==> config.mk <==
export PLATFORM = sky130hd
export DESIGN_NAME = accel_ctrl_flat
export DESIGN_NICKNAME = d
export VERILOG_FILES = /design/src/rtl/accel_ctrl_if.sv /design/src/rtl/accel_ctrl.sv /design/src/flat_wrapper.sv
export SDC_FILE = /design/constraint.sdc
export NUM_CORES = 1
export LEC_CHECK = 0
export CAP_MARGIN = 20
export CORE_MARGIN = 5
export CORE_UTILIZATION = 55
export DETAILED_ROUTE_END_ITERATION = 6
export HOLD_SLACK_MARGIN = 0.02
export PLACE_DENSITY_LB_ADDON = 0.25
export SETUP_SLACK_MARGIN = 0.3
export SLEW_MARGIN = 10
export SYNTH_ARGS = -nofsm -noshare
export SYNTH_HDL_FRONTEND = slang
export SYNTH_SLANG_ARGS = --single-unit
==> constraint.sdc <==
create_clock -name clk -period 2.8 [get_ports clk]
set_input_delay 0.42 -clock clk [delete_from_list [all_inputs] [get_ports clk]]
set_output_delay 0.42 -clock clk [all_outputs]
set_load 0.02 [all_outputs]
==> src/rtl/accel_ctrl_if.sv <==
// Command, stream-beat and status bundle between the control-register block
// and the accelerator sequencer.
interface accel_ctrl_if #(
   parameter int unsigned CNT_W = 14
) ();
   logic             cmd_valid;
   logic [1:0]       cmd_op;
   logic             cmd_ready;
   logic             beat;
   logic             beat_last;
   logic             conv_done;
   logic             clr_err;
   logic [1:0]       o_state;
   logic             o_busy;
   logic             o_done;
   logic             o_err;
   logic [1:0]       o_err_code;
   logic [CNT_W-1:0] o_beat_cnt;
   logic             o_param_ok;
   logic             o_image_ok;

   modport master (
      output cmd_valid, cmd_op, beat, beat_last, conv_done, clr_err,
      input  cmd_ready, o_state, o_busy, o_done, o_err, o_err_code,
             o_beat_cnt, o_param_ok, o_image_ok
   );

   modport slave (
      input  cmd_valid, cmd_op, beat, beat_last, conv_done, clr_err,
      output cmd_ready, o_state, o_busy, o_done, o_err, o_err_code,
             o_beat_cnt, o_param_ok, o_image_ok
   );
endinterface

==> src/rtl/accel_ctrl.sv <==
// Top-level sequencer: accepts one command at a time, drives the shared state
// bus, checks load lengths and supervises the compute phase with a timeout.
module accel_ctrl #(
   parameter int unsigned PARAM_WORDS = 12672,
   parameter int unsigned IMAGE_WORDS = 2304,
   parameter logic [19:0] TIMEOUT     = 20'd1000000,
   parameter int unsigned CNT_W       = 14
) (
   input  logic        clk,
   input  logic        rst,
   accel_ctrl_if.slave bus
);
   typedef enum logic [1:0] {
      ST_IDLE  = 2'd0,
      ST_PARAM = 2'd1,
      ST_IMAGE = 2'd2,
      ST_ACCEL = 2'd3
   } state_t;

   localparam logic [CNT_W-1:0] PARAM_EXP = CNT_W'(PARAM_WORDS);
   localparam logic [CNT_W-1:0] IMAGE_EXP = CNT_W'(IMAGE_WORDS);
   localparam logic [CNT_W-1:0] CNT_ONE   = CNT_W'(1);
   localparam logic [19:0]      TMO_LAST  = TIMEOUT - 20'd1;

   state_t           state_r, state_nx_s;
   logic             cmd_ready_r, busy_r, done_r, err_r;
   logic [1:0]       err_code_r;
   logic [CNT_W-1:0] beat_cnt_r;
   logic             param_ok_r, image_ok_r;
   logic [19:0]      tmo_cnt_r;

   logic [CNT_W-1:0] cnt_inc_s, exp_len_s, beat_cnt_nx_s;
   logic             len_hit_s, load_end_s, load_ok_s, accept_s, start_ok_s, tmo_hit_s;
   logic             done_s, err_ev_s, err_nx_s, param_ok_nx_s, image_ok_nx_s;
   logic [1:0]       err_ev_code_s, err_code_nx_s;
   logic [19:0]      tmo_cnt_nx_s;

   // Decode phase events from the current state and inputs
   always_comb begin
      cnt_inc_s = beat_cnt_r + CNT_ONE;
      if (state_r == ST_PARAM) begin
         exp_len_s = PARAM_EXP;
      end else begin
         exp_len_s = IMAGE_EXP;
      end
      len_hit_s  = (cnt_inc_s == exp_len_s);
      load_end_s = bus.beat && (bus.beat_last || len_hit_s);
      load_ok_s  = bus.beat && bus.beat_last && len_hit_s;
      accept_s   = cmd_ready_r && bus.cmd_valid;
      start_ok_s = param_ok_r && image_ok_r;
      tmo_hit_s  = (tmo_cnt_r == TMO_LAST);
   end

   // State register
   always_ff @(posedge clk) begin
      if (rst) begin
         state_r <= ST_IDLE;
      end else begin
         state_r <= state_nx_s;
      end
   end

   // Next-state logic
   always_comb begin
      state_nx_s = state_r;
      case (state_r)
         ST_IDLE: begin
            if (accept_s) begin
               case (bus.cmd_op)
                  2'd1:    state_nx_s = ST_PARAM;
                  2'd2:    state_nx_s = ST_IMAGE;
                  2'd3:    state_nx_s = start_ok_s ? ST_ACCEL : ST_IDLE;
                  default: state_nx_s = ST_IDLE;
               endcase
            end else begin
               state_nx_s = ST_IDLE;
            end
         end
         ST_PARAM, ST_IMAGE: state_nx_s = load_end_s ? ST_IDLE : state_r;
         ST_ACCEL:           state_nx_s = (bus.conv_done || tmo_hit_s) ? ST_IDLE : ST_ACCEL;
         default:            state_nx_s = ST_IDLE;
      endcase
   end

   // Output/datapath next values; success has priority over timeout
   always_comb begin
      done_s        = 1'b0;
      err_ev_s      = 1'b0;
      err_ev_code_s = 2'd0;
      beat_cnt_nx_s = beat_cnt_r;
      param_ok_nx_s = param_ok_r;
      image_ok_nx_s = image_ok_r;
      tmo_cnt_nx_s  = tmo_cnt_r;
      case (state_r)
         ST_IDLE: begin
            if (accept_s) begin
               case (bus.cmd_op)
                  2'd1: begin
                     param_ok_nx_s = 1'b0;
                     beat_cnt_nx_s = '0;
                  end
                  2'd2: begin
                     image_ok_nx_s = 1'b0;
                     beat_cnt_nx_s = '0;
                  end
                  2'd3: begin
                     if (start_ok_s) begin
                        tmo_cnt_nx_s = 20'd0;
                     end else begin
                        err_ev_s      = 1'b1;
                        err_ev_code_s = 2'd3;
                     end
                  end
                  default: done_s = 1'b0;
               endcase
            end else begin
               done_s = 1'b0;
            end
         end
         ST_PARAM, ST_IMAGE: begin
            if (bus.beat) begin
               beat_cnt_nx_s = cnt_inc_s;
               if (load_ok_s) begin
                  done_s = 1'b1;
                  if (state_r == ST_PARAM) begin
                     param_ok_nx_s = 1'b1;
                  end else begin
                     image_ok_nx_s = 1'b1;
                  end
               end else if (load_end_s) begin
                  err_ev_s      = 1'b1;
                  err_ev_code_s = 2'd1;
               end else begin
                  done_s = 1'b0;
               end
            end else begin
               beat_cnt_nx_s = beat_cnt_r;
            end
         end
         ST_ACCEL: begin
            tmo_cnt_nx_s = tmo_cnt_r + 20'd1;
            if (bus.conv_done) begin
               done_s        = 1'b1;
               image_ok_nx_s = 1'b0;
            end else if (tmo_hit_s) begin
               err_ev_s      = 1'b1;
               err_ev_code_s = 2'd2;
               image_ok_nx_s = 1'b0;
            end else begin
               done_s = 1'b0;
            end
         end
         default: done_s = 1'b0;
      endcase

      // First error wins unless it is being cleared in the same cycle
      if (err_ev_s && (!err_r || bus.clr_err)) begin
         err_nx_s      = 1'b1;
         err_code_nx_s = err_ev_code_s;
      end else if (bus.clr_err) begin
         err_nx_s      = 1'b0;
         err_code_nx_s = 2'd0;
      end else begin
         err_nx_s      = err_r;
         err_code_nx_s = err_code_r;
      end
   end

   // Registered outputs and datapath
   always_ff @(posedge clk) begin
      if (rst) begin
         cmd_ready_r <= 1'b1;
         busy_r      <= 1'b0;
         done_r      <= 1'b0;
         err_r       <= 1'b0;
         err_code_r  <= 2'd0;
         beat_cnt_r  <= '0;
         param_ok_r  <= 1'b0;
         image_ok_r  <= 1'b0;
         tmo_cnt_r   <= 20'd0;
      end else begin
         cmd_ready_r <= (state_nx_s == ST_IDLE);
         busy_r      <= (state_nx_s != ST_IDLE);
         done_r      <= done_s;
         err_r       <= err_nx_s;
         err_code_r  <= err_code_nx_s;
         beat_cnt_r  <= beat_cnt_nx_s;
         param_ok_r  <= param_ok_nx_s;
         image_ok_r  <= image_ok_nx_s;
         tmo_cnt_r   <= tmo_cnt_nx_s;
      end
   end

   assign bus.cmd_ready  = cmd_ready_r;
   assign bus.o_state    = state_r;
   assign bus.o_busy     = busy_r;
   assign bus.o_done     = done_r;
   assign bus.o_err      = err_r;
   assign bus.o_err_code = err_code_r;
   assign bus.o_beat_cnt = beat_cnt_r;
   assign bus.o_param_ok = param_ok_r;
   assign bus.o_image_ok = image_ok_r;
endmodule

==> src/flat_wrapper.sv <==
// flat-port wrapper written by rule: the top's interface ports become plain ports
module accel_ctrl_flat 
#(
   parameter int unsigned PARAM_WORDS = 12672,
   parameter int unsigned IMAGE_WORDS = 2304,
   parameter logic [19:0] TIMEOUT     = 20'd1000000,
   parameter int unsigned CNT_W       = 14
)
  (clk, rst, bus_cmd_valid, bus_cmd_op, bus_beat, bus_beat_last, bus_conv_done, bus_clr_err, bus_cmd_ready, bus_o_state, bus_o_busy, bus_o_done, bus_o_err, bus_o_err_code, bus_o_beat_cnt, bus_o_param_ok, bus_o_image_ok);
  accel_ctrl_if #(.CNT_W(CNT_W)) bus_i ();
  input  logic clk;
  input  logic rst;
  input wire logic [$bits(bus_i.cmd_valid)-1:0] bus_cmd_valid;
  input wire logic [$bits(bus_i.cmd_op)-1:0] bus_cmd_op;
  input wire logic [$bits(bus_i.beat)-1:0] bus_beat;
  input wire logic [$bits(bus_i.beat_last)-1:0] bus_beat_last;
  input wire logic [$bits(bus_i.conv_done)-1:0] bus_conv_done;
  input wire logic [$bits(bus_i.clr_err)-1:0] bus_clr_err;
  output wire logic [$bits(bus_i.cmd_ready)-1:0] bus_cmd_ready;
  output wire logic [$bits(bus_i.o_state)-1:0] bus_o_state;
  output wire logic [$bits(bus_i.o_busy)-1:0] bus_o_busy;
  output wire logic [$bits(bus_i.o_done)-1:0] bus_o_done;
  output wire logic [$bits(bus_i.o_err)-1:0] bus_o_err;
  output wire logic [$bits(bus_i.o_err_code)-1:0] bus_o_err_code;
  output wire logic [$bits(bus_i.o_beat_cnt)-1:0] bus_o_beat_cnt;
  output wire logic [$bits(bus_i.o_param_ok)-1:0] bus_o_param_ok;
  output wire logic [$bits(bus_i.o_image_ok)-1:0] bus_o_image_ok;
  assign bus_i.cmd_valid = bus_cmd_valid;
  assign bus_i.cmd_op = bus_cmd_op;
  assign bus_i.beat = bus_beat;
  assign bus_i.beat_last = bus_beat_last;
  assign bus_i.conv_done = bus_conv_done;
  assign bus_i.clr_err = bus_clr_err;
  assign bus_cmd_ready = bus_i.cmd_ready;
  assign bus_o_state = bus_i.o_state;
  assign bus_o_busy = bus_i.o_busy;
  assign bus_o_done = bus_i.o_done;
  assign bus_o_err = bus_i.o_err;
  assign bus_o_err_code = bus_i.o_err_code;
  assign bus_o_beat_cnt = bus_i.o_beat_cnt;
  assign bus_o_param_ok = bus_i.o_param_ok;
  assign bus_o_image_ok = bus_i.o_image_ok;
  accel_ctrl #(.PARAM_WORDS(PARAM_WORDS), .IMAGE_WORDS(IMAGE_WORDS), .TIMEOUT(TIMEOUT), .CNT_W(CNT_W)) u_core (.clk(clk), .rst(rst), .bus(bus_i));
endmodule
==> results.tsv <==
metric	value	unit
outcome	complete, no violations	
mux cell area share after synthesis	0.0234	
XOR/XNOR Fraction of Synth Area	0.0701	
layout cells sized above 1	0.231	
Final Hold Fails	0	
count of buffers from port buffering	32	
reg-to-reg endpoint	u_core.bus.o_err_code[0]	
number of synthesized register bits	44	
ANT nets after route	0	
first-pass GRT wire length	11000	um
Die H	79.1	um
Cell variety after synth	63	
total vias in the final route	2543	
Final GP Congestion	0.856	
initial antenna violation count	0	
Clk pin slew, worst setup/hold paths	0.08	ns
# DRC	0	
hold crit path type	flip-flop to flip-flop	
Final Instance Area	3410	um^2
worst r2r path cells	8	
Logic pwr share	0.126	
Critical path origin	u_core.bus.o_beat_cnt[6]	
total iterations of the first detailed-routing run	4	
Slew HR	0.659	
slowest cell on the critical path	or4_4	
Fmax achieved	0.402	GHz
Flop pwr share	0.542	
R2R Setup Slk	0.31	ns
Synth Area in Compound Gates	0.149	
drt total wl	6500	um
hpwl dp	4530	um
Clock Sinks	44	
main combinational cell family by area after synthesis	simple AND/OR/NAND/NOR gates	
Site Rows	25	
Hold Crit Start	u_core.tmo_cnt_r[1]	
die area	6250	um^2
diodes inserted	0	
vias in the first global route	2460	
CTS tree	yes	
Total Nets Final	391	
I/O pin count	33	
worst endpoint data arrival time	2.70	ns
clock buffer depth	2	
Core Area	4690	um^2
post-synthesis sequential area ratio	0.336	
hold path depth	2	
Synth Warn #	0	
RSZ-0062 raised after global routing	true	
reg2reg start	u_core.bus.o_beat_cnt[6]	
Sw Ratio	0.262	
ys async rst share	0	
final period demand of the worst path	2.49	ns
largest net degree at the start of global routing	21	
Crit Path Category	flip-flop to flip-flop	
Peak supply drop	335	uV
root buf cell	clkbuf_8	
via/cell ratio	5.96	
EDFF count, synth	0	
clock network power share	0.331	
Worst EP required	3.02	ns
CTS Buf Count	5	
Gate Count Post-Synth	317	
Pins Over Slew Limit	0	
Adder-Cell Fraction of Synth Area	0.0429	
CP max stage delay	0.55	ns
Pint	859	uW
type of origin of the critical path	flip-flop	
Leak	1.27	nW
Die W	79.1	um
hold_ws	0.495	ns
DR WL/cell	15.2	um
worst path cell trace	nand3_2 -> nor4_4 -> xor2_1 -> or4_4 -> and2_2 -> mux2i_2 -> nor2_1 -> o32ai_2	
All-Layer GR Usage	0.216	
worst-margin pin slew	0.508	ns
Setup Skew	0.00338	ns
Mapped Area	2630	um^2
Congestion Overflow GR	0	
area grow syn2layout	30.1	%
Tcrit/Tclk final	0.889	
Max Fanout on Critical Path	7	
Psw	305	uW
dominant register cell in the synthesized netlist	dfxtp_1	
Iter 0 DRT Violations	104	
Initial Util	0.559	
Worst Hold End	u_core.tmo_cnt_r[1]	
Syn Nets	335	
Power Density	341	nW/um^2
Clock Latency Late Sink	0.30	ns
endpoint type of the worst setup path	flip-flop	
final setup fails	0	
Synth Area per Inst	8.28	um^2
number of H-tree levels	2	
max_cap viols	0	
post-synthesis simple-gate area fraction	0.323	
Post-DP Area	3130	um^2
==> per-layer routing <==
layer  track usage  routed length [um]  up-vias
li1              -                   -     1242
met1         0.267                2830     1205
met2         0.374                3220       85
met3        0.0476                 352       11
met4        0.0653                  92        0
met5             0                   0        -
==> layout make-up <==
class                   instances  area, um^2
multi-input cells             246        1760
inverters                      14        52.6
clock buffers                   6        72.6
well taps                      54        67.6
fillers                       345        1280
flip-flops and latches         44         910
clock inverters                 1        5.00
repair buffers                 62         549
==> flip-flops by register name, indices dropped and copies added, names as in the netlist <==
| signal | flops |
|---|---|
| u_core.bus.o_err_code | 2 |
| u_core.bus.o_beat_cnt | 14 |
| u_core.bus.o_err | 1 |
| u_core.bus.o_image_ok | 1 |
| u_core.tmo_cnt_r | 20 |
| u_core.bus.o_param_ok | 1 |
| u_core.bus.o_busy | 1 |
| u_core.bus.o_done | 1 |
| u_core.bus.cmd_ready | 1 |
| u_core.bus.o_state | 2 |
==> power groups by stage <==
stage                     sequential, mW  combinational [mW]  clock (mW)
after global placement             0.649               0.136           0
after detailed placement           0.649               0.138           0
after floorplan                    0.656              0.0773           0
after CTS                          0.634               0.140       0.392
after global routing               0.633               0.159       0.412
final                              0.631               0.147       0.386
==> worst max path at each step <==
| stage | to | slack [ns] | depth (start not counted) |
|---|---|---|---|
| final | u_core.bus.o_err_code[0] | 0.31 | 8 |
| after global placement | u_core.tmo_cnt_r[19] | 0.05 | 10 |
| after detailed placement | u_core.tmo_cnt_r[19] | -0.07 | 10 |
| after global routing | u_core.bus.o_err_code[0] | 0.21 | 9 |
| after floorplan | u_core.bus.o_state[1] | 0.29 | 9 |
| after CTS | u_core.bus.o_err_code[0] | 0.27 | 9 |
==> cell usage in the layout (no fill, tap or decap), types with 4 or more instances in the layout <==
cell type	instances
nor2_1	40
clkdlybuf4s50_1	32
dfxtp_1	31
buf_4	29
nand2_1	28
a21oi_1	15
inv_1	14
nand3_1	13
xor2_1	11
nor3_1	11
o21ai_0	9
nand4_1	8
xnor2_1	8
a22oi_1	8
dfxtp_2	8
ha_1	7
or3_1	6
clkbuf_8	5
dfxtp_4	5
nand2b_1	4
mux2i_1	4
==> timing repair <==
item,4_1_cts,5_1_grt
pin swaps,10,6
endpoints found under the setup margin,8,12
resized for setup,10,22
hold buffers,0,0
setup buffers,6,3
==> per-stage QoR <==
stage	std cells	TNS, ns	total power [mW]	setup WS, ns	utilization
global placement	411	0	0.785	0.0463	0.667
CTS	424	0	1.17	0.266	0.704
floorplan	317	0	0.733	0.290	-
detailed placement	411	-0.0740	0.787	-0.0740	0.667
finish	427	0	1.16	0.312	0.728
global route	427	0	1.20	0.209	0.728
==> kinds of logic (layout without fill, tap and decap cells) <==
| logic type | Yosys count | count (layout) |
|---|---|---|
| XOR/XNOR | 21 | 21 |
| AND/OR/NAND/NOR | 154 | 154 |
| adder cells (fa/ha/maj) | 9 | 9 |
| multiplexers | 6 | 6 |
| flip-flops | 44 | 44 |
| buffers and inverters | 27 | 83 |
| AO/OA/AOI/OAI | 56 | 56 |
==> cells in the mapped netlist, types with 3 or more instances <==
library cell	number	area, um^2
a221o_1	3	30.0
a22oi_1	8	60.1
mux2i_1	5	50.1
nor4_1	4	25.0
nor2b_1	3	18.8
clkbuf_1	7	26.3
nand4_1	8	50.1
o21ai_0	9	45.0
dfxtp_1	44	881
o31ai_1	3	22.5
nor3_1	12	60.1
clkbuf_8	3	41.3
or3_1	6	37.5
inv_1	14	52.6
xnor2_1	10	87.6
a21oi_1	15	75.1
nand2_1	29	109
ha_1	9	113
nand2b_1	4	25.0
nand3_1	16	80.1
nor2_1	41	154
xor2_1	11	96.3
a21o_1	3	22.5
==> critical path: cells and delay by family (launching register included) <==
family | cells | cell delay [ns]
xor gates and xnor gates | 1 | 0.15
AOI/OAI and AO/OA | 1 | 0.24
DFF | 1 | 0.44
muxes | 1 | 0.21
and+or+nand+nor | 5 | 1.37
No activity file was read; power rests on OpenSTA's default activity.
